--- config.mk ---
export PLATFORM = sky130hd
export DESIGN_NAME = uart_tx_flat
export DESIGN_NICKNAME = d
export VERILOG_FILES = /design/src/rtl/uart_tx_pkg.sv /design/src/rtl/uart_tx_if.sv /design/src/rtl/uart_tx_baud_cnt.sv /design/src/rtl/uart_tx.sv /design/src/flat_wrapper.sv
export SDC_FILE = /design/constraint.sdc
export NUM_CORES = 1
export LEC_CHECK = 0
export ABC_AREA = 1
export CAP_MARGIN = 30
export CORE_MARGIN = 8
export CORE_UTILIZATION = 39
export DETAILED_ROUTE_END_ITERATION = 16
export SYNTH_ARGS = -nofsm -noshare
export SYNTH_HDL_FRONTEND = slang
export SYNTH_HIERARCHICAL = 1
export SYNTH_SLANG_ARGS = --single-unit
export TNS_END_PERCENT = 20
--- constraint.sdc ---
create_clock -name clk -period 3.3 [get_ports clk]
set_clock_uncertainty 0.15 [all_clocks]
set_input_delay 0.825 -clock clk [delete_from_list [all_inputs] [get_ports clk]]
set_output_delay 0.825 -clock clk [all_outputs]
set_load 0.01 [all_outputs]
--- src/rtl/uart_tx_pkg.sv ---
// Shared UART transmit types and constants. Optional even parity is built in when
// UART_TX_PARITY_EN is defined; it must match the receiver build.
package uart_tx_pkg;

  localparam int DW          = 8;
  localparam int CounterFull = 434;
  localparam int IdxW        = $clog2(DW);

  typedef logic [2:0] MaxState_t;

  typedef enum MaxState_t {
    TX_IDLE   = 3'd0,
    TX_START  = 3'd1,
    TX_DATA   = 3'd2,
    TX_PARITY = 3'd3,
    TX_STOP   = 3'd4
  } tx_state_t;

  // Parallel-in/serial-out holding register; the parity bit only exists in parity builds.
  typedef struct packed {
    logic [DW-1:0] shreg;
`ifdef UART_TX_PARITY_EN
    logic          par;
`endif
  } piso_t;

  function automatic logic even_par(input logic [DW-1:0] d);
    return ^d;
  endfunction

endpackage

--- src/rtl/uart_tx_if.sv ---
// Byte-side request and serial-side status bundle for uart_tx.
interface uart_tx_if;
  import uart_tx_pkg::*;

  logic          tx_start;
  logic [DW-1:0] tx_data;
  logic          tx;
  logic          tx_busy;
  logic          tx_done;

  modport master (output tx_start, output tx_data, input tx, input tx_busy, input tx_done);
  modport slave  (input tx_start, input tx_data, output tx, output tx_busy, output tx_done);

endinterface

--- src/rtl/uart_tx_baud_cnt.sv ---
// Bit-period counter: runs 0..BIT_CYCLES-1 while not cleared and flags the last cycle
// of each bit period with a one-cycle tick.
module uart_tx_baud_cnt
  import uart_tx_pkg::*;
#(
  parameter int BIT_CYCLES = CounterFull
) (
  input  logic clk,
  input  logic rst,
  input  logic clr_i,
  output logic tick_o
);

  localparam int CW = (BIT_CYCLES > 1) ? $clog2(BIT_CYCLES) : 1;

  logic [CW-1:0] cnt_q, cnt_d;
  logic          last;

  assign last   = (cnt_q == CW'(BIT_CYCLES - 1));
  assign tick_o = !clr_i && last;

  always_comb begin
    cnt_d = cnt_q;
    if (clr_i)     cnt_d = '0;
    else if (last) cnt_d = '0;
    else           cnt_d = cnt_q + 1'b1;
  end

  always_ff @(posedge clk or negedge rst) begin
    if (!rst) cnt_q <= '0;
    else      cnt_q <= cnt_d;
  end

endmodule

--- src/rtl/uart_tx.sv ---
// UART serial transmitter: start bit, LSB-first data, optional even parity
// (UART_TX_PARITY_EN), stop bit. All outputs are registered.
module uart_tx
  import uart_tx_pkg::*;
#(
  parameter int BIT_CYCLES = CounterFull
) (
  input  logic      clk,
  input  logic      rst,
  uart_tx_if.slave  bus
);

  tx_state_t        state_q, state_d;
  piso_t            piso_q, piso_d;
  logic [IdxW-1:0]  idx_q, idx_d;
  logic             tx_q, tx_d;
  logic             busy_q, busy_d;
  logic             done_q, done_d;
  logic             tick;

  // Counter is held at zero while idle so a new frame always gets a full start bit.
  uart_tx_baud_cnt #(.BIT_CYCLES(BIT_CYCLES)) u_baud (
    .clk    (clk),
    .rst    (rst),
    .clr_i  (state_q == TX_IDLE),
    .tick_o (tick)
  );

  always_comb begin
    state_d = state_q;
    piso_d  = piso_q;
    idx_d   = idx_q;
    done_d  = 1'b0;
    case (state_q)
      TX_IDLE: begin
        if (bus.tx_start) begin
          piso_d.shreg = bus.tx_data;
`ifdef UART_TX_PARITY_EN
          piso_d.par   = even_par(bus.tx_data);
`endif
          state_d      = TX_START;
        end
      end
      TX_START: begin
        if (tick) begin
          idx_d   = '0;
          state_d = TX_DATA;
        end
      end
      TX_DATA: begin
        if (tick) begin
          piso_d.shreg = piso_q.shreg >> 1;
          idx_d        = idx_q + 1'b1;
          if (idx_q == IdxW'(DW - 1)) begin
`ifdef UART_TX_PARITY_EN
            state_d = TX_PARITY;
`else
            state_d = TX_STOP;
`endif
          end
        end
      end
      TX_PARITY: begin
        if (tick) state_d = TX_STOP;
      end
      TX_STOP: begin
        if (tick) begin
          state_d = TX_IDLE;
          done_d  = 1'b1;
        end
      end
      default: state_d = TX_IDLE;
    endcase

    // Outputs are decoded from the next state so they register alongside it.
    busy_d = (state_d != TX_IDLE);
    tx_d   = 1'b1;
    case (state_d)
      TX_START:  tx_d = 1'b0;
      TX_DATA:   tx_d = piso_d.shreg[0];
`ifdef UART_TX_PARITY_EN
      TX_PARITY: tx_d = piso_d.par;
`endif
      default:   tx_d = 1'b1;
    endcase
  end

  always_ff @(posedge clk or negedge rst) begin
    if (!rst) begin
      state_q <= TX_IDLE;
      piso_q  <= '0;
      idx_q   <= '0;
      tx_q    <= 1'b1;
      busy_q  <= 1'b0;
      done_q  <= 1'b0;
    end else begin
      state_q <= state_d;
      piso_q  <= piso_d;
      idx_q   <= idx_d;
      tx_q    <= tx_d;
      busy_q  <= busy_d;
      done_q  <= done_d;
    end
  end

  assign bus.tx      = tx_q;
  assign bus.tx_busy = busy_q;
  assign bus.tx_done = done_q;

endmodule

--- src/flat_wrapper.sv ---
// flat-port wrapper written by rule: the top's interface ports become plain ports
module uart_tx_flat import uart_tx_pkg::*;
#(
  parameter int BIT_CYCLES = CounterFull
)
  (clk, rst, bus_tx_start, bus_tx_data, bus_tx, bus_tx_busy, bus_tx_done);
  uart_tx_if bus_i ();
  input  logic clk;
  input  logic rst;
  input wire logic [$bits(bus_i.tx_start)-1:0] bus_tx_start;
  input wire logic [$bits(bus_i.tx_data)-1:0] bus_tx_data;
  output wire logic [$bits(bus_i.tx)-1:0] bus_tx;
  output wire logic [$bits(bus_i.tx_busy)-1:0] bus_tx_busy;
  output wire logic [$bits(bus_i.tx_done)-1:0] bus_tx_done;
  assign bus_i.tx_start = bus_tx_start;
  assign bus_i.tx_data = bus_tx_data;
  assign bus_tx = bus_i.tx;
  assign bus_tx_busy = bus_i.tx_busy;
  assign bus_tx_done = bus_i.tx_done;
  uart_tx #(.BIT_CYCLES(BIT_CYCLES)) u_core (.clk(clk), .rst(rst), .bus(bus_i));
endmodule
==> summary by stage, run 1 <==
Status
The run finished with clean final reports.

Floorplanning
The site row count is 22. The die outline area is 0.00584 mm2. The placeable core area is 0.00358 mm2.

The width of the chip is 76.4 um. The total I/O pin count is 14. The vertical die dimension is 76.4 um. The initial utilization of the core area, before any placement, comes to 0.398.

Yosys
By count the netlist is led by nand2_1, nand3_1, dfrtp_1, nor2_1, inv_1. The dominant register cell in the synthesized netlist is dfrtp_1. The post-synthesis cell count is 164.

The share of the yosys chip area belonging to registers is 0.458. Synthesis instantiated 27 different standard cells from the library. The synthesized netlist net count is 179. The synthesized design contains 0 enable-type register cells.

The area share of the leading cell type in the synthesized netlist is 0.439. The synthesized design contains 26 register bits. Summing every instance area after synthesis gives 0.00142 mm2. After synthesis, the cell types taking the most area are dfrtp_1, nand3_1, nand2_1.

The Yosys step of the flow raised 6 warnings. The largest area contributor in the synthesized netlist is dfrtp_1. Among all cell types in the netlist, the one instantiated most often is nand2_1.

The async set or reset register ratio after synthesis is 1.00. The synthesized area divided by synthesized cell count is 8.68 um2.

Setup path
The worst register-to-register path begins at u_core/u_baud/cnt_q[1]$_DFF_PN0_. Across all register-to-register paths, the minimum setup slack is 1090 ps. The worst register-to-register path ends at u_core/bus.tx$_DFF_PN1_. The master of the slowest instance on the critical path is dfstp_2.

The critical path depth is 1. For the worst flop-to-flop path, the logic depth is 11. The critical path data required time is 2320 ps. STA puts the critical path data arrival time at 1370 ps. The worst-path maximum fanout is 1. The worst setup path is captured at an output pin. Together, buffers and inverters on the worst path number 1.

The worst setup path is launched from a flip-flop. Walking the worst path, the cells encountered are clkdlybuf4s50_1. By startpoint and endpoint, the worst setup path is classified as flip-flop to output pin.

Broken down by cell family, the worst path's largest delay share belongs to flip-flops. In this design, the stage delay of the slowest critical-path cell is 540 ps.

Job
Max-cap violations in this run came to 0.

STA
Setup violations remaining at the end of the flow were counted as 0. The smallest clock period supported by the final layout is computed as 2350 ps. At the pin with the least slew margin, the transition time is 396 ps.

Setup repair after global routing left no endpoint under its margin. Timing would allow up to 426 MHz. The worst-case headroom to the max-slew limit is 0.735. The number of endpoints with negative hold slack in the final report was 0.

The count of final max-slew check failures was 0. The final worst-path setup slack is 952 ps. For the final routed database, the setup TNS stands at 0 ps.

In the finished design, the share of the clock period the worst path needs comes to 0.711.

Detailed routing
The remaining design rule violation count is 0. The total vias in the final route is 1130. The detailed-router iteration count before antenna repair is 4.

The violation count after the first detailed-route iteration is 48. Once detail routing completed, the nets flagged for antenna violations numbered 0. The average wire per standard cell is 12.0 um. In the routed layout, each cell is associated on average with a via count of 4.96. For this block, the routed nets add up to 2.74 mm of wire.

Clock network
The TritonCTS sink count is 26. Clock-pin slew was measured on the worst setup and hold paths at 130 ps. Counting along the longest clock path gives a buffer depth of 2. The H-tree depth is 1. The clock latency at the later pin of the worst-skew pair is 310 ps. The number of buffers created by CTS is 3. In this run, post-CTS hold repair placed 0 buffers.

In this run the post-CTS setup repair buffer count came out at 0. Post-CTS repair changed the size of 0 cells. The cell at the root of the clock tree is clkbuf_4. The TritonCTS clock tree is yes.

Layout
The fraction of layout instances using a drive strength above 1 is 0.206. The number of antenna diodes is 0. The total area of multi-input combinational cells is 689 um2. Registers take 652 um2. The filler cell count is 371. Relative to the synthesized area, the layout overhead comes to 14.6%.

The net count of the finished layout is 196.

Global route
Across every metal layer, demand over resource in global routing totals 0.0970. The initial antenna violation count is 0. The via count of the first global-routing pass is 1142. Entering global routing, the biggest net connects 27 pins.

For this run the aggregate overflow at the end of global routing stands at 0. The first-pass GRT wire length is 4.88 mm.

Worst hold path
The path class of the lowest-slack min-delay path is flip-flop to flip-flop. The worst hold path terminates at u_core/idx_q[0]$_DFFE_PN0P_. The startpoint of the tightest hold check path is u_core/idx_q[0]$_DFFE_PN0P_. Along the worst hold path, the cell count comes to 1.

Place
At the placement stage, the worst setup path has a slack of 1010 ps. The total half-perimeter wirelength after legalization and detailed placement is 2.09 mm. The total of buffers placed on input and output ports is 13. The weighted congestion at the end of routability-driven global placement is 0.755.

Power and ir drop
The leakage power is 0.738 nW. The total power density per cell area is 294 mW/mm2. IR analysis of the VDD net gives a maximum drop of 0.000137 V.
worst max-delay path by stage:
stage	startpoint	to	slack (ps)
after floorplan	u_core/u_baud/cnt_q[1]$_DFF_PN0_	u_core/bus.tx$_DFF_PN1_	1450
after global placement	bus_tx_start	u_core/bus.tx$_DFF_PN1_	1070
after detailed placement	bus_tx_start	u_core/bus.tx$_DFF_PN1_	1010
final	u_core/bus.tx$_DFF_PN1_	bus_tx	950
after global routing	u_core/u_baud/cnt_q[1]$_DFF_PN0_	u_core/idx_q[2]$_DFFE_PN0P_	850
after CTS	u_core/bus.tx$_DFF_PN1_	bus_tx	930
metal layers:
| layer | GRT usage | vias up | routed length (um) |
|---|---|---|---|
| met5 | 0 | - | 0 |
| met4 | 0.0385 | 0 | 27 |
| met3 | 0.0189 | 4 | 99 |
| met2 | 0.171 | 22 | 1320 |
| met1 | 0.112 | 535 | 1280 |
| li1 | - | 569 | - |
cells by family after synthesis:
family | synth area share
AND/OR/NAND/NOR | 0.373
buffers and inverters | 0.0580
XOR/XNOR | 0.0123
AO/OA/AOI/OAI | 0.0641
flip-flops | 0.458
adder cells (fa/ha/maj) | 0.0352
stage by stage:
stage | instances | util | power [W] | hold WS [ps] | area (um2)
after floorplan | 164 | - | 0.000329 | 300 | 1420
after global placement | 224 | 0.449 | 0.000349 | 319 | 1610
after detailed placement | 224 | 0.449 | 0.000349 | 331 | 1610
after CTS | 228 | 0.456 | 0.000488 | 352 | 1630
after global routing | 228 | 0.456 | 0.000504 | 355 | 1630
final | 228 | 0.456 | 0.000480 | 344 | 1630
state kept, by name, indices dropped and copies added, names as in the netlist:
signal               count
u_core/bus.tx_busy       1
u_core/idx_q             3
u_core/piso_q            8
u_core/state_q           3
u_core/bus.tx            1
u_core/u_baud/cnt_q      9
u_core/bus.tx_done       1
report_power, final:
part | internal, W | switching [W]
registers | 0.000319 | 0.000000168
logic | 0.0000120 | 0.0000106
clock network | 0.0000472 | 0.0000911
total | 0.000378 | 0.000102
cells in the final DEF, fill, tap and decap left out:
cell type,Yosys,final
clkdlybuf4s50_1,0,13
nor3b_1,1,1
inv_2,4,4
o21ai_1,2,2
xor2_1,1,1
nand2_2,4,4
clkbuf_4,0,3
nor2_1,13,13
inv_1,12,12
nand3_4,1,1
nand4_1,2,2
inv_4,1,1
nand3_1,30,30
o21ai_2,3,3
a21oi_1,5,5
xnor2_1,1,1
nand3_2,3,3
buf_4,0,1
o211ai_2,2,2
nor2_2,8,8
clkbuf_1,0,1
nand2_4,4,4
nor2_4,2,2
nand2_1,31,31
dfstp_2,1,1
nor3_1,1,1
o21ai_0,1,1
dfrtp_1,25,25
ha_1,4,4
layout make-up:
class,instances,area share
clock buffers,4,0.0161
well taps,48,0.0368
inverters,17,0.0406
repair buffers,14,0.0844
flip-flops and latches,26,0.400
multi-input cells,119,0.423
No activity file was read; power rests on OpenSTA's default activity.
==> run 2, diff against run 1 <==
==> constraint.sdc (replaced) <==
create_clock -name clk -period 2.1 [get_ports clk]
set_clock_uncertainty 0.15 [all_clocks]
set_input_delay 0.525 -clock clk [delete_from_list [all_inputs] [get_ports clk]]
set_output_delay 0.525 -clock clk [all_outputs]
set_load 0.01 [all_outputs]
==> run 2 against run 1 <==
  * Clock power increased by 62%
  * Design area up 2.0%
  * Via count down 1.5%
  * Clock-buffer cell count stayed put
  * Die area unchanged
  * First-iteration DRC count is 31% higher
  * Routed wire length is 1.6% lower
  * Flip-flop and latch count stayed put
  * Largest power group unchanged
==> summary by stage, run 2 (same netlist as run 1, synthesis figures left out) <==
Status
The flow ran to the end, and the final reports show no timing, DRC or antenna violations.

Clock network
Counting the buffers created by CTS gives 3. The clock latency at the later pin of the worst-skew pair is 330 ps. The H-tree depth is 1.

TritonCTS built the clock tree. The number of setup buffers added after CTS is 0. Clock tree synthesis selected as its root buffer the cell clkbuf_4.

Clock-pin slew was measured on the worst setup and hold paths at 130 ps. The clock net in this run drives a total of 26 sinks. The clock tree buffer depth is 2. Gates resized during post-CTS repair numbered 0. The total of hold buffers inserted after clock tree synthesis is 0.

Power and ir drop
For this design the static power due to leakage is 0.758 nW. The analysis attributes to net switching a power of 0.000167 W. Of the total power, the share spent switching nets is 0.219. Internal power comes to 0.000596 W. The total power density per cell area is 459 mW/mm2. The peak supply drop is 0.000310 V. Of the total power, registers draw 0.658. The portion of total power attributed to the clock network is 0.294. The final total power is 0.000763 W. Of the total power, combinational logic draws 0.049.

Layout
The final-stage net count is 200. The repair_antennas step left the layout with diodes totalling 0. The largest registers in the layout are u_core/u_baud/cnt_q (9), u_core/piso_q (8). The area added between synthesis and finish is 16.9%. The most common library cell in the layout ignoring fill and taps is nand2_1. Counting the fill cells in the layout gives 375. In the layout the commonest cells are nand2_1, nand3_1, dfrtp_1. The register with the most flip-flops is u_core/u_baud/cnt_q. The register with the most flip-flops in the layout has 9 of them.

Of the cells placed in the final design, the portion with a size suffix greater than 1 is 0.228.

STA
In the finished design, the share of the clock period the worst path needs comes to 0.974. The count of final max-slew check failures is 0. Static timing analysis puts the maximum clock frequency at 489 MHz. The number of endpoints with negative hold slack in the final report is 0. The aggregate negative setup slack is 0 ps. The worst-case headroom to the max-slew limit is 0.775.

For the pin with the worst max-slew slack, the measured transition is 338 ps. The post-route minimum period is 2050 ps. The count of endpoints failing setup in the final report is 0. On the final layout, the worst hold slack is 339 ps. Setup repair after global routing left no endpoint under its margin.

Detailed routing
The average wire per standard cell is 11.6 um. The count of nets left with antenna violations once routing finished came out at 0. The remaining design rule violation count is 0. The detailed router finished its first iteration with 63 violations. The total vias in the final route is 1113. The detailed-router iteration count before antenna repair is 4.

The final routed wirelength across all metal layers is 2.69 mm. Dividing the detail-routed via count by the number of cells gives 4.80.

Worst hold path
The path class of the lowest-slack min-delay path is flip-flop to flip-flop.

Setup path
The critical path data required time is 1420 ps. The minimum setup slack among reg-to-reg paths is 220 ps. The master of the slowest instance on the critical path is dfstp_2. Tracing the worst setup path back leads to its startpoint at u_core/bus.tx$_DFF_PN1_. The type of origin of the critical path is a flip-flop. STA classifies the critical path endpoint as an output pin. Counting cells, the worst reg-to-reg path comes to 11. By startpoint and endpoint, the worst setup path is classified as flip-flop to output pin.

The worst flop-to-flop path endpoint is u_core/idx_q[0]$_DFFE_PN0P_. The biggest cell delay along the critical path is 530 ps. The buffering stage count on the worst path with inverters included is 1. The worst register-to-register path begins at u_core/u_baud/cnt_q[1]$_DFF_PN0_. Grouping stages by cell kind, the critical path spends the most delay in flip-flops. The worst setup path endpoint is bus_tx.

Data on the critical path arrives at its endpoint at 1370 ps. The signal on the critical path passes through clkdlybuf4s50_1. In this run the worst path has a maximum fanout of 1. The critical path depth is 1.

Global route
Entering global routing, the biggest net connects 27 pins. The first-pass GRT wire length is 4.86 mm. Across every metal layer, demand over resource in global routing totals 0.0982.

The via count of the first global-routing pass is 1142. The initial antenna violation count is 0. The total overflow left after global routing is 0.

Place
The total half-perimeter wirelength after legalization and detailed placement is 2.08 mm. At the end of routability-driven placement, the weighted congestion stood at 0.779. The total of buffers placed on input and output ports is 13.

Floorplanning
The floorplan step defined a die boundary enclosing 0.00584 mm2. The initial utilization of the core area, before any placement, comes to 0.398. Row generation in the floorplan step produced 22 rows. From left edge to right edge, the die measures 76.4 um. The placeable core area is 0.00358 mm2. Measured along the y axis, the die boundary spans 76.4 um. The total I/O pin count is 14.

Job
Max-cap violations in this run came to 0.
## run 2: cell types whose count changed in the layout (fill, tap and decap cells not counted), sizes merged
cell | before | now
buf | 1 | 5
## run 2: final cells by class
class,count,area (um2),area share
timing repair buffer,18,168,0.101
inverter,17,66.3,0.0398
tap,48,60.1,0.0361
sequential,26,652,0.392
multi-input combinational,119,692,0.416
clock buffer,4,26.3,0.0158
## run 2: power groups by stage
stage | registers, W | clock network [W] | logic [W]
2_1_floorplan | 0.000511 | 0 | 0.00000609
3_3_place_gp | 0.000511 | 0 | 0.0000376
3_5_place_dp | 0.000511 | 0 | 0.0000383
4_1_cts | 0.000502 | 0.000237 | 0.0000381
5_1_grt | 0.000502 | 0.000251 | 0.0000420
6_report | 0.000502 | 0.000224 | 0.0000371
## run 2: worst min-delay path by stage
stage,slack (ps),end,start,cells past startpoint
after floorplan,80,u_core/bus.tx_busy$_DFF_PN0_,rst,0
after global placement,330,u_core/idx_q[0]$_DFFE_PN0P_,u_core/idx_q[0]$_DFFE_PN0P_,1
after detailed placement,320,u_core/idx_q[0]$_DFFE_PN0P_,u_core/idx_q[0]$_DFFE_PN0P_,1
after CTS,340,u_core/idx_q[0]$_DFFE_PN0P_,u_core/idx_q[0]$_DFFE_PN0P_,1
after global routing,370,u_core/idx_q[0]$_DFFE_PN0P_,u_core/idx_q[0]$_DFFE_PN0P_,1
final,340,u_core/idx_q[0]$_DFFE_PN0P_,u_core/idx_q[0]$_DFFE_PN0P_,1
## run 2: metal layers
metal	vias up	global-route usage	wire length, um	part of all wire
met5	-	0	0	0
li1	579	-	-	-
met4	0	0.0519	65	0.024
met1	511	0.117	1300	0.48
met2	16	0.166	1280	0.48
met3	7	0.0142	48	0.018
## run 2: through the flow
stage	instance area, um2	cells	setup WS, ps	util
floorplan	1420	164	246	-
global placement	1640	228	206	0.457
detailed placement	1640	228	205	0.457
CTS	1660	232	29.4	0.464
global route	1660	232	9.98	0.465
finish	1660	232	54.4	0.465
